## src/rtl/draw_layer_arbiter.sv

```systemverilog
// rtl/draw_layer_arbiter.sv - per-pixel layer compositor with per-frame overlap reporting
module draw_layer_arbiter #(
  parameter int                    NUM_LAYERS  = 8,
  parameter logic [NUM_LAYERS-1:0] HAZARD_MASK = 8'b0000_0110,
  parameter logic [NUM_LAYERS-1:0] GOAL_MASK   = 8'b1000_0000,
  parameter logic [7:0]            BG_RGB      = 8'b000_000_00,
  localparam int                   IDX_W       = (NUM_LAYERS > 1) ? $clog2(NUM_LAYERS) : 1
) (
  input  logic                    CLK,
  input  logic                    RESET,
  input  logic                    startOfFrame,
  input  logic [NUM_LAYERS-1:0]   layer_req,
  input  logic [8*NUM_LAYERS-1:0] layer_rgb,
  output logic [7:0]              mVGA_RGB,
  output logic                    drawing_request,
  output logic [IDX_W-1:0]        grant_idx,
  output logic                    collision,
  output logic                    goal_reached,
  output logic                    frame_valid
);

  // The frog (layer 0) can never overlap itself, so bit 0 is stripped from both masks.
  localparam logic [NUM_LAYERS-1:0] HZ_EFF = {HAZARD_MASK[NUM_LAYERS-1:1], 1'b0};
  localparam logic [NUM_LAYERS-1:0] GL_EFF = {GOAL_MASK[NUM_LAYERS-1:1], 1'b0};

  typedef enum logic {WAIT_SOF, RUN} state_t;

  state_t           state, state_nxt;
  logic             hz_acc, gl_acc, hz_acc_nxt, gl_acc_nxt;
  logic             coll_nxt, goal_nxt;
  logic             hz, gl;
  logic [IDX_W-1:0] win_idx;
  logic [7:0]       win_rgb;
  logic             any_req;

  // Fixed-priority pick: scan from the top so the lowest requesting index lands last.
  always_comb begin
    win_idx = '0;
    win_rgb = BG_RGB;
    any_req = |layer_req;
    for (int i = NUM_LAYERS - 1; i >= 0; i--) begin
      if (layer_req[i]) begin
        win_idx = IDX_W'(i);
        win_rgb = layer_rgb[8*i +: 8];
      end
    end
  end

  // Overlap of the frog with hazard/goal layers on this pixel.
  always_comb begin
    hz = layer_req[0] & |(layer_req & HZ_EFF);
    gl = layer_req[0] & |(layer_req & GL_EFF);
  end

  // Registered composite outputs, independent of the frame FSM state.
  always_ff @(posedge CLK) begin
    if (RESET) begin
      mVGA_RGB        <= BG_RGB;
      drawing_request <= 1'b0;
      grant_idx       <= '0;
    end else begin
      mVGA_RGB        <= win_rgb;
      drawing_request <= any_req;
      grant_idx       <= win_idx;
    end
  end

  // Frame FSM next-state: accumulate overlaps, and report the finished frame on each SOF.
  always_comb begin
    state_nxt   = state;
    hz_acc_nxt  = 1'b0;
    gl_acc_nxt  = 1'b0;
    coll_nxt    = 1'b0;
    goal_nxt    = 1'b0;
    frame_valid = 1'b0;
    case (state)
      WAIT_SOF: begin
        if (startOfFrame) begin
          state_nxt  = RUN;
          hz_acc_nxt = hz;
          gl_acc_nxt = gl;
        end
      end
      RUN: begin
        frame_valid = 1'b1;
        if (startOfFrame) begin
          coll_nxt   = hz_acc;
          goal_nxt   = gl_acc;
          hz_acc_nxt = hz;
          gl_acc_nxt = gl;
        end else begin
          hz_acc_nxt = hz_acc | hz;
          gl_acc_nxt = gl_acc | gl;
        end
      end
      default: state_nxt = WAIT_SOF;
    endcase
  end

  // Frame FSM state, accumulators and report pulses; reset discards any pending report.
  always_ff @(posedge CLK) begin
    if (RESET) begin
      state        <= WAIT_SOF;
      hz_acc       <= 1'b0;
      gl_acc       <= 1'b0;
      collision    <= 1'b0;
      goal_reached <= 1'b0;
    end else begin
      state        <= state_nxt;
      hz_acc       <= hz_acc_nxt;
      gl_acc       <= gl_acc_nxt;
      collision    <= coll_nxt;
      goal_reached <= goal_nxt;
    end
  end

endmodule

```

## config.mk

```make
export PLATFORM = sky130hd
export DESIGN_NAME = draw_layer_arbiter
export DESIGN_NICKNAME = d
export VERILOG_FILES = /design/src/rtl/draw_layer_arbiter.sv
export SDC_FILE = /design/constraint.sdc
export NUM_CORES = 1
export LEC_CHECK = 0
export ABC_CLOCK_PERIOD_IN_PS = 1250
export CORE_UTILIZATION = 28
export DETAILED_ROUTE_END_ITERATION = 8
export GPL_ROUTABILITY_DRIVEN = 0
export HOLD_SLACK_MARGIN = 0.02
export MAX_ROUTING_LAYER = met4
export PLACE_DENSITY_LB_ADDON = 0.25
export SLEW_MARGIN = 30
export SYNTH_ARGS = -nofsm -noshare
export SYNTH_HDL_FRONTEND = slang
export SYNTH_SLANG_ARGS = --single-unit
```

## constraint.sdc

```tcl
create_clock -name CLK -period 1.25 [get_ports CLK]
set_input_delay 0.3125 -clock CLK [delete_from_list [all_inputs] [get_ports CLK]]
set_output_delay 0.3125 -clock CLK [all_outputs]
set_load 0.02 [all_outputs]
```

==> run summary, run 1 <==
Worst Max-Slew Pin Slew -> 343 ps
Hold WC Path Type -> register to register
Register area share after synthesis -> 33.0%
Failing checks -> negative setup slack
Sinks on Clock Net -> 17
WS Path Type -> primary input to register
Peak VDD IR -> 0.329 mV
Critical-path top delay cell -> clkdlybuf4s50_1
Worst hold slack -> 520 ps
Hold Buf Count CTS -> 0
Rel. slew slack -> 76.9%
Core area -> 0.00344 sq mm
Iter 0 DRT Violations -> 36
First-pass GRT wire length -> 6670 microns
Area grow syn2layout -> 116%
Crit-path leading delay family -> compound AO/OA/AOI/OAI gates
Port bufs -> 89
Reg power frac -> 36.4%
# diodes -> 0
Nets -> 305
Via density -> 5.15
Crit start category -> primary input
Hold_sp -> hz_acc
Clk Latency, worst-skew pair -> 250 ps
Hold Vio Cnt, Final -> 0
Largest stage delay on the critical path -> 420 ps
Clk pwr share -> 25.5%
Gate count of the mapped netlist -> 119
Worst-path fanout max -> 1
Synthesized Nets -> 194
Yosys reg bits -> 17
FF-to-FF setup slack -> 310 ps
Buffers & Inverters on Critical Path -> 1
CP Capture Type -> register
Largest net degree at the start of global routing -> 11
Setup_tns -> -54.4 ps
F_max -> 0.770 GHz
GRT Overall Usage -> 22.1%
Number of core rows -> 21
R2R Path Start -> state
Post-route clock skew -> 0.506 ps
Switch Pwr -> 0.447 mW
Final setup viols -> 2
Combinational Power Share -> 38.1%
Critical Path RT -> 1390 ps
Tmin final -> 1300 ps
Post-placement cell area -> 0.00207 sq mm
Fill cells -> 290
Post-route DRC -> 0
WL final -> 4380 microns
Final ANT Viol Nets -> 0
Clock Path Buffers -> 2
Proportion of layout cells with a drive suffix above 1 -> 24.9%
Clock slew at reported path FFs -> 70 ps
Yosys Warn Count -> 0
Die area -> 0.00393 sq mm
R2r endpoint -> hz_acc
Leak -> 0.972 nW
PD cells -> 720 mW/mm^2
Hold EP -> hz_acc
H-tree levels -> 1
Reg2reg path depth -> 4
Clk root buf -> clkbuf_8
Per-cell routed wire length -> 15.9 microns
I/O pin count -> 90
Netlist Area Pre-Place -> 0.00103 sq mm
Worst path cell trace -> clkdlybuf4s50_1 -> a221oi_1 -> o21ai_1 -> a22o_1
Total vias in the final route -> 1417
Number of global-route vias before repair -> 1502
Die X -> 62.7 microns
Drt pass-1 iters -> 5
Mean Syn Cell Area -> 8.67 sq um
Num CTS Buffers -> 3
Die height -> 62.7 microns
Internal Power -> 1.16 mW
RSZ-0062 raised after global routing -> true
Starting density of the core -> 30.0%
Status -> complete, but fails checks
Sw frac -> 27.8%
CTS tree -> done
Yosys cell types -> 36
PnR Total Power -> 1.60 mW
Final global-route overflow total -> 0
DP HPWL -> 3310 microns
MaxCap Viol Count -> 0
Slew Limit Fails -> 0
Crit path DAT -> 1440 ps
Period utilization -> 104%
PnR worst setup slack -> -47.9 ps
Initial antenna violation count -> 0
Design area -> 0.00223 sq mm
Worst Hold Depth -> 2
==> worst max path at each step <==
| stage | cells past startpoint | end | slack (ps) | start |
|---|---|---|---|---|
| 2_1_floorplan | 5 | mVGA_RGB[6] | -20 | layer_req[4] |
| 3_3_place_gp | 5 | mVGA_RGB[0] | -570 | layer_req[4] |
| 3_5_place_dp | 5 | mVGA_RGB[0] | -600 | layer_req[4] |
| 4_1_cts | 5 | mVGA_RGB[5] | 3 | layer_rgb[61] |
| 5_1_grt | 5 | mVGA_RGB[0] | -50 | layer_req[3] |
| 6_report | 4 | mVGA_RGB[0] | -50 | layer_rgb[48] |
==> logic make-up (layout without fill, tap and decap cells) <==
family / after synthesis / after routing / share of synthesized area (%)
AOI/OAI and AO/OA: 59 / 59 / 42.9
and+or+nand+nor: 22 / 22 / 13.1
buffers and inverters: 21 / 131 / 11.0
DFF: 17 / 17 / 33.0
==> layer usage <==
layer  vias up  routed length (microns)  global-route usage, %  share of wire (%)
met2        71                     2250                   39.9                 51
met1       649                     1770                   23.9                 40
met3        12                      245                   3.65                5.6
met4         0                      110                   8.72                2.5
met5         -                        0                      -                  0
li1        685                        -                      -                  -
==> metrics by stage <==
step	setup WS, ps	utilization [%]	cells
3_5_place_dp	-603	60.2	266
2_1_floorplan	-22.9	-	119
4_1_cts	3.42	63.0	273
6_report	-47.9	64.7	275
5_1_grt	-53.0	64.7	275
3_3_place_gp	-569	60.2	266
==> synth_stat cells <==
library cell  count  area share, %
or2_2             1           0.61
a21oi_2           1           0.85
clkinv_1          1           0.36
nor2_2            1           0.61
o21ai_1           5            2.4
o221ai_1          6            5.1
buf_6             4            4.4
a31oi_1           1           0.61
a221oi_4          1            2.5
nor3b_2           1            1.2
o21ba_2           1           0.97
o21ai_0           4            1.9
nand2b_1          1           0.61
nand2_1           1           0.36
o31a_1            2            1.7
nor4_1            1           0.61
o22ai_1           4            2.4
inv_1            10            3.6
nor2_1            5            1.8
o21a_1            1           0.73
a22oi_1           3            2.2
and4b_1           2            1.9
buf_1             1           0.36
nor3_1            1           0.48
a22o_1            5            4.2
dfxtp_1          17             33
a21oi_1          11            5.3
buf_2             3            1.5
a221o_1           1           0.97
nor2b_1           5            3.0
clkbuf_2          1           0.48
a221oi_1         12             10
or3_1             1           0.61
clkbuf_1          1           0.36
o21bai_1          1           0.73
or2_1             2            1.2
==> flip-flops by register name, summed over array words and instances (netlist names) <==
register	count
goal_reached	1
hz_acc	1
drawing_request	1
grant_idx	3
gl_acc	1
state	1
collision	1
mVGA_RGB	8
==> cell type report <==
class | count | area [sq um] | share of cell area, %
clock buffers | 3 | 41.3 | 1.85
inverters | 11 | 42.5 | 1.91
clock inverters | 1 | 5.00 | 0.225
repair buffers | 116 | 1070 | 47.9
multi-input cells | 81 | 674 | 30.3
flip-flops and latches | 17 | 340 | 15.3
well taps | 46 | 57.6 | 2.58
==> placed cells by master (no fill, tap or decap), types with 2 or more instances in the layout <==
cell,Yosys,routed
a21oi_1,11,11
dfxtp_1,17,17
buf_6,4,3
dlygate4sd2_1,0,18
nor2_1,5,5
and4b_1,2,2
clkbuf_8,0,3
o21ai_1,5,5
dlymetal6s2s_1,0,2
o221ai_1,6,4
clkdlybuf4s15_1,0,2
o22ai_1,4,4
a22o_1,5,5
o21ai_0,4,4
nor2b_4,0,2
clkinv_2,0,2
inv_1,10,10
o221ai_2,0,2
nor2b_1,5,2
clkdlybuf4s50_1,0,63
buf_2,3,3
a221oi_1,12,5
o31a_1,2,2
buf_4,0,22
a221oi_2,0,7
or2_4,0,2
a22oi_1,3,3
==> worst reg2reg max path, cell delays in order, from the launching register on <==
cell and delay, ps:
dfxtp_1 330, buf_4 110, nor2_1 40, or2_2 290, nor2_1 110
==> power by group through the flow <==
stage / registers (mW) / clock network, mW / logic, mW
floorplan: 0.634 / 0 / 0.167
CTS: 0.584 / 0.406 / 0.582
global placement: 0.596 / 0 / 0.573
finish: 0.584 / 0.410 / 0.611
detailed placement: 0.598 / 0 / 0.578
global route: 0.587 / 0.437 / 0.648
==> repair_timing <==
item	CTS	global route
buffers inserted	4	1
resized for setup	49	13
setup endpoints to repair	28	10
cloned	0	1
pin swaps	3	5
Note: power is estimated with default switching activity, not from simulation.
==> run 2: changes to the inputs <==
- GPL_ROUTABILITY_DRIVEN: 0 -> not set
- SLEW_MARGIN: 30 -> 10
==> run 2 against run 1 <==
Effect of this change: the flow still finishes with violations (negative setup slack); combinational power hardly changed; clock skew hardly changed; maximum frequency is 3.6% higher; global-route usage increased by 0.43 points; clock power hardly changed; clock-buffer cell count unchanged; non-clock buffer count shrank 4; worst hold slack got worse by 23 ps; utilization down 0.55 points; via count fell by 0.42%; power about the same; largest power group unchanged; highest routed layer unchanged.
==> run summary, run 2 (same netlist as run 1, synthesis figures left out) <==
H-tree levels -> 1
Final global-route overflow total -> 0
Final setup viols -> 1
Largest stage delay on the critical path -> 410 ps
Total vias in the final route -> 1411
Largest net degree at the start of global routing -> 11
Number of core rows -> 21
MaxCap Viol Count -> 0
Hold Vio Cnt, Final -> 0
Design area -> 0.00221 sq mm
GRT Overall Usage -> 22.5%
DP HPWL -> 3360 microns
Starting density of the core -> 30.0%
F_max -> 0.798 GHz
Nets -> 302
Beginning of the critical path -> layer_req[1]
# diodes -> 0
Per-cell routed wire length -> 16.3 microns
Multi-input gate area -> 697 sq um
Leak -> 0.945 nW
Buffers & Inverters on Critical Path -> 1
Most frequent cells in the layout -> 63 x clkdlybuf4s50_1, 20 x dlygate4sd2_1, 18 x buf_4
Critical-path top delay cell -> or3_1
Worst-path fanout max -> 4
Period utilization -> 100%
FF-to-FF setup slack -> 300 ps
Failing checks -> negative setup slack
Crit start category -> primary input
FF/Latch Area -> 340 sq um
Worst Hold Depth -> 2
Fill cells -> 312
CP Capture Type -> register
Via density -> 5.19
First-pass GRT wire length -> 6670 microns
Sinks on Clock Net -> 17
Core area -> 0.00344 sq mm
GPL Wtd Cong -> 0.839
PnR worst setup slack -> -3.06 ps
Final ANT Viol Nets -> 0
RSZ-0062 raised after global routing -> true
Area grow syn2layout -> 114%
Clk Latency, worst-skew pair -> 250 ps
Clk root buf -> clkbuf_8
Status -> complete, but fails checks
Die area -> 0.00393 sq mm
Post-route DRC -> 0
Post-route clock skew -> 0.524 ps
WL final -> 4430 microns
Worst Max-Slew Pin Slew -> 373 ps
Most common cell after layout, fill and taps aside -> clkdlybuf4s50_1
PD cells -> 726 mW/mm^2
Worst path depth -> 3
Clock slew at reported path FFs -> 70 ps
Crit-path leading delay family -> simple AND/OR/NAND/NOR gates
Die height -> 62.7 microns
Top flop regs -> mVGA_RGB: 8 flops, grant_idx: 3 flops
Pre-CTS WS -> -661 ps
Num CTS Buffers -> 3
Tmin final -> 1250 ps
I/O pin count -> 90
Critical Path RT -> 1370 ps
Worst Setup EP -> grant_idx[2]
Worst hold slack -> 497 ps
Largest register FFs -> 8
Hold WC Path Type -> register to register
Drt pass-1 iters -> 4
Proportion of layout cells with a drive suffix above 1 -> 25.7%
CTS tree -> done
Number of global-route vias before repair -> 1428
Worst path cell trace -> dlygate4sd2_1 -> or3_1 -> nor4_1
Rel. slew slack -> 74.9%
Reg2reg path depth -> 4
Slew Limit Fails -> 0
Die X -> 62.7 microns
Largest register by flop count -> mVGA_RGB
WS Path Type -> primary input to register
Peak VDD IR -> 0.456 mV
Post-placement cell area -> 0.00207 sq mm
PnR Total Power -> 1.60 mW
R2r endpoint -> gl_acc
Clock Path Buffers -> 2
Iter 0 DRT Violations -> 70
Final Core Density -> 64.2%
Initial antenna violation count -> 0
Crit path DAT -> 1370 ps
R2R Path Start -> state
Port bufs -> 89
run 2: changes by cell type in the layout (fill, tap and decap cells not counted), moves of 2 or more:
| cell | change |
|---|---|
| buf_2 | +2 |
| buf_4 | -4 |
| dlygate4sd2_1 | +2 |
| dlymetal6s2s_1 | -2 |
| o221ai_1 | -2 |
| o221ai_2 | +2 |
run 2: area by class of cell:
type                       count  share of cell area, %
inverter                      11                   1.93
clock buffer                   3                   1.87
tap                           46                   2.60
multi-input combinational     82                   31.5
clock inverter                 1                  0.227
sequential                    17                   15.4
timing repair buffer         112                   46.4
run 2: per-stage QoR:
stage / std cells / setup TNS (ps)
4_1_cts: 272 / 0
3_3_place_gp: 266 / -6230
2_1_floorplan: 119 / -22.9
6_report: 272 / -3.06
5_1_grt: 272 / -25.9
3_5_place_dp: 266 / -6720
run 2: where the power goes:
| part | switching, mW | total [mW] | internal [mW] | leakage, nW |
|---|---|---|---|---|
| registers | 0.00891 | 0.583 | 0.574 | 0.141 |
| clock network | 0.189 | 0.410 | 0.221 | 0.0255 |
| logic | 0.253 | 0.610 | 0.358 | 0.779 |
| total | 0.451 | 1.60 | 1.15 | 0.945 |
run 2: worst min-delay path, delay by kind of cell (launching register included):
family | cells | cell delay (ps)
AO/OA/AOI/OAI | 1 | 60
flip-flops | 1 | 330
AND/OR/NAND/NOR | 1 | 70
run 2: repair_timing:
action                                  in CTS  in global routing
hold buffers                                 0                  0
setup buffers                                0                  0
pin swaps                                    3                  7
resized for setup                           50                 18
cloned                                       3                  0
endpoints found under the setup margin      28                  8
run 2: how the worst min path moves through the flow:
stage               slack (ps)    startpoint              end
floorplan                  380         RESET  drawing_request
global placement           460        hz_acc           hz_acc
detailed placement         470        hz_acc           hz_acc
CTS                        500        hz_acc           hz_acc
global route               500  layer_req[3]     grant_idx[2]
finish                     500        hz_acc           hz_acc
run 2: layer usage:
| metal | GRT usage [%] | part of all wire, % |
|---|---|---|
| met2 | 39.8 | 52 |
| met5 | - | 0 |
| met3 | 3.65 | 6.3 |
| met1 | 25.3 | 40 |
| met4 | 8.43 | 2.2 |
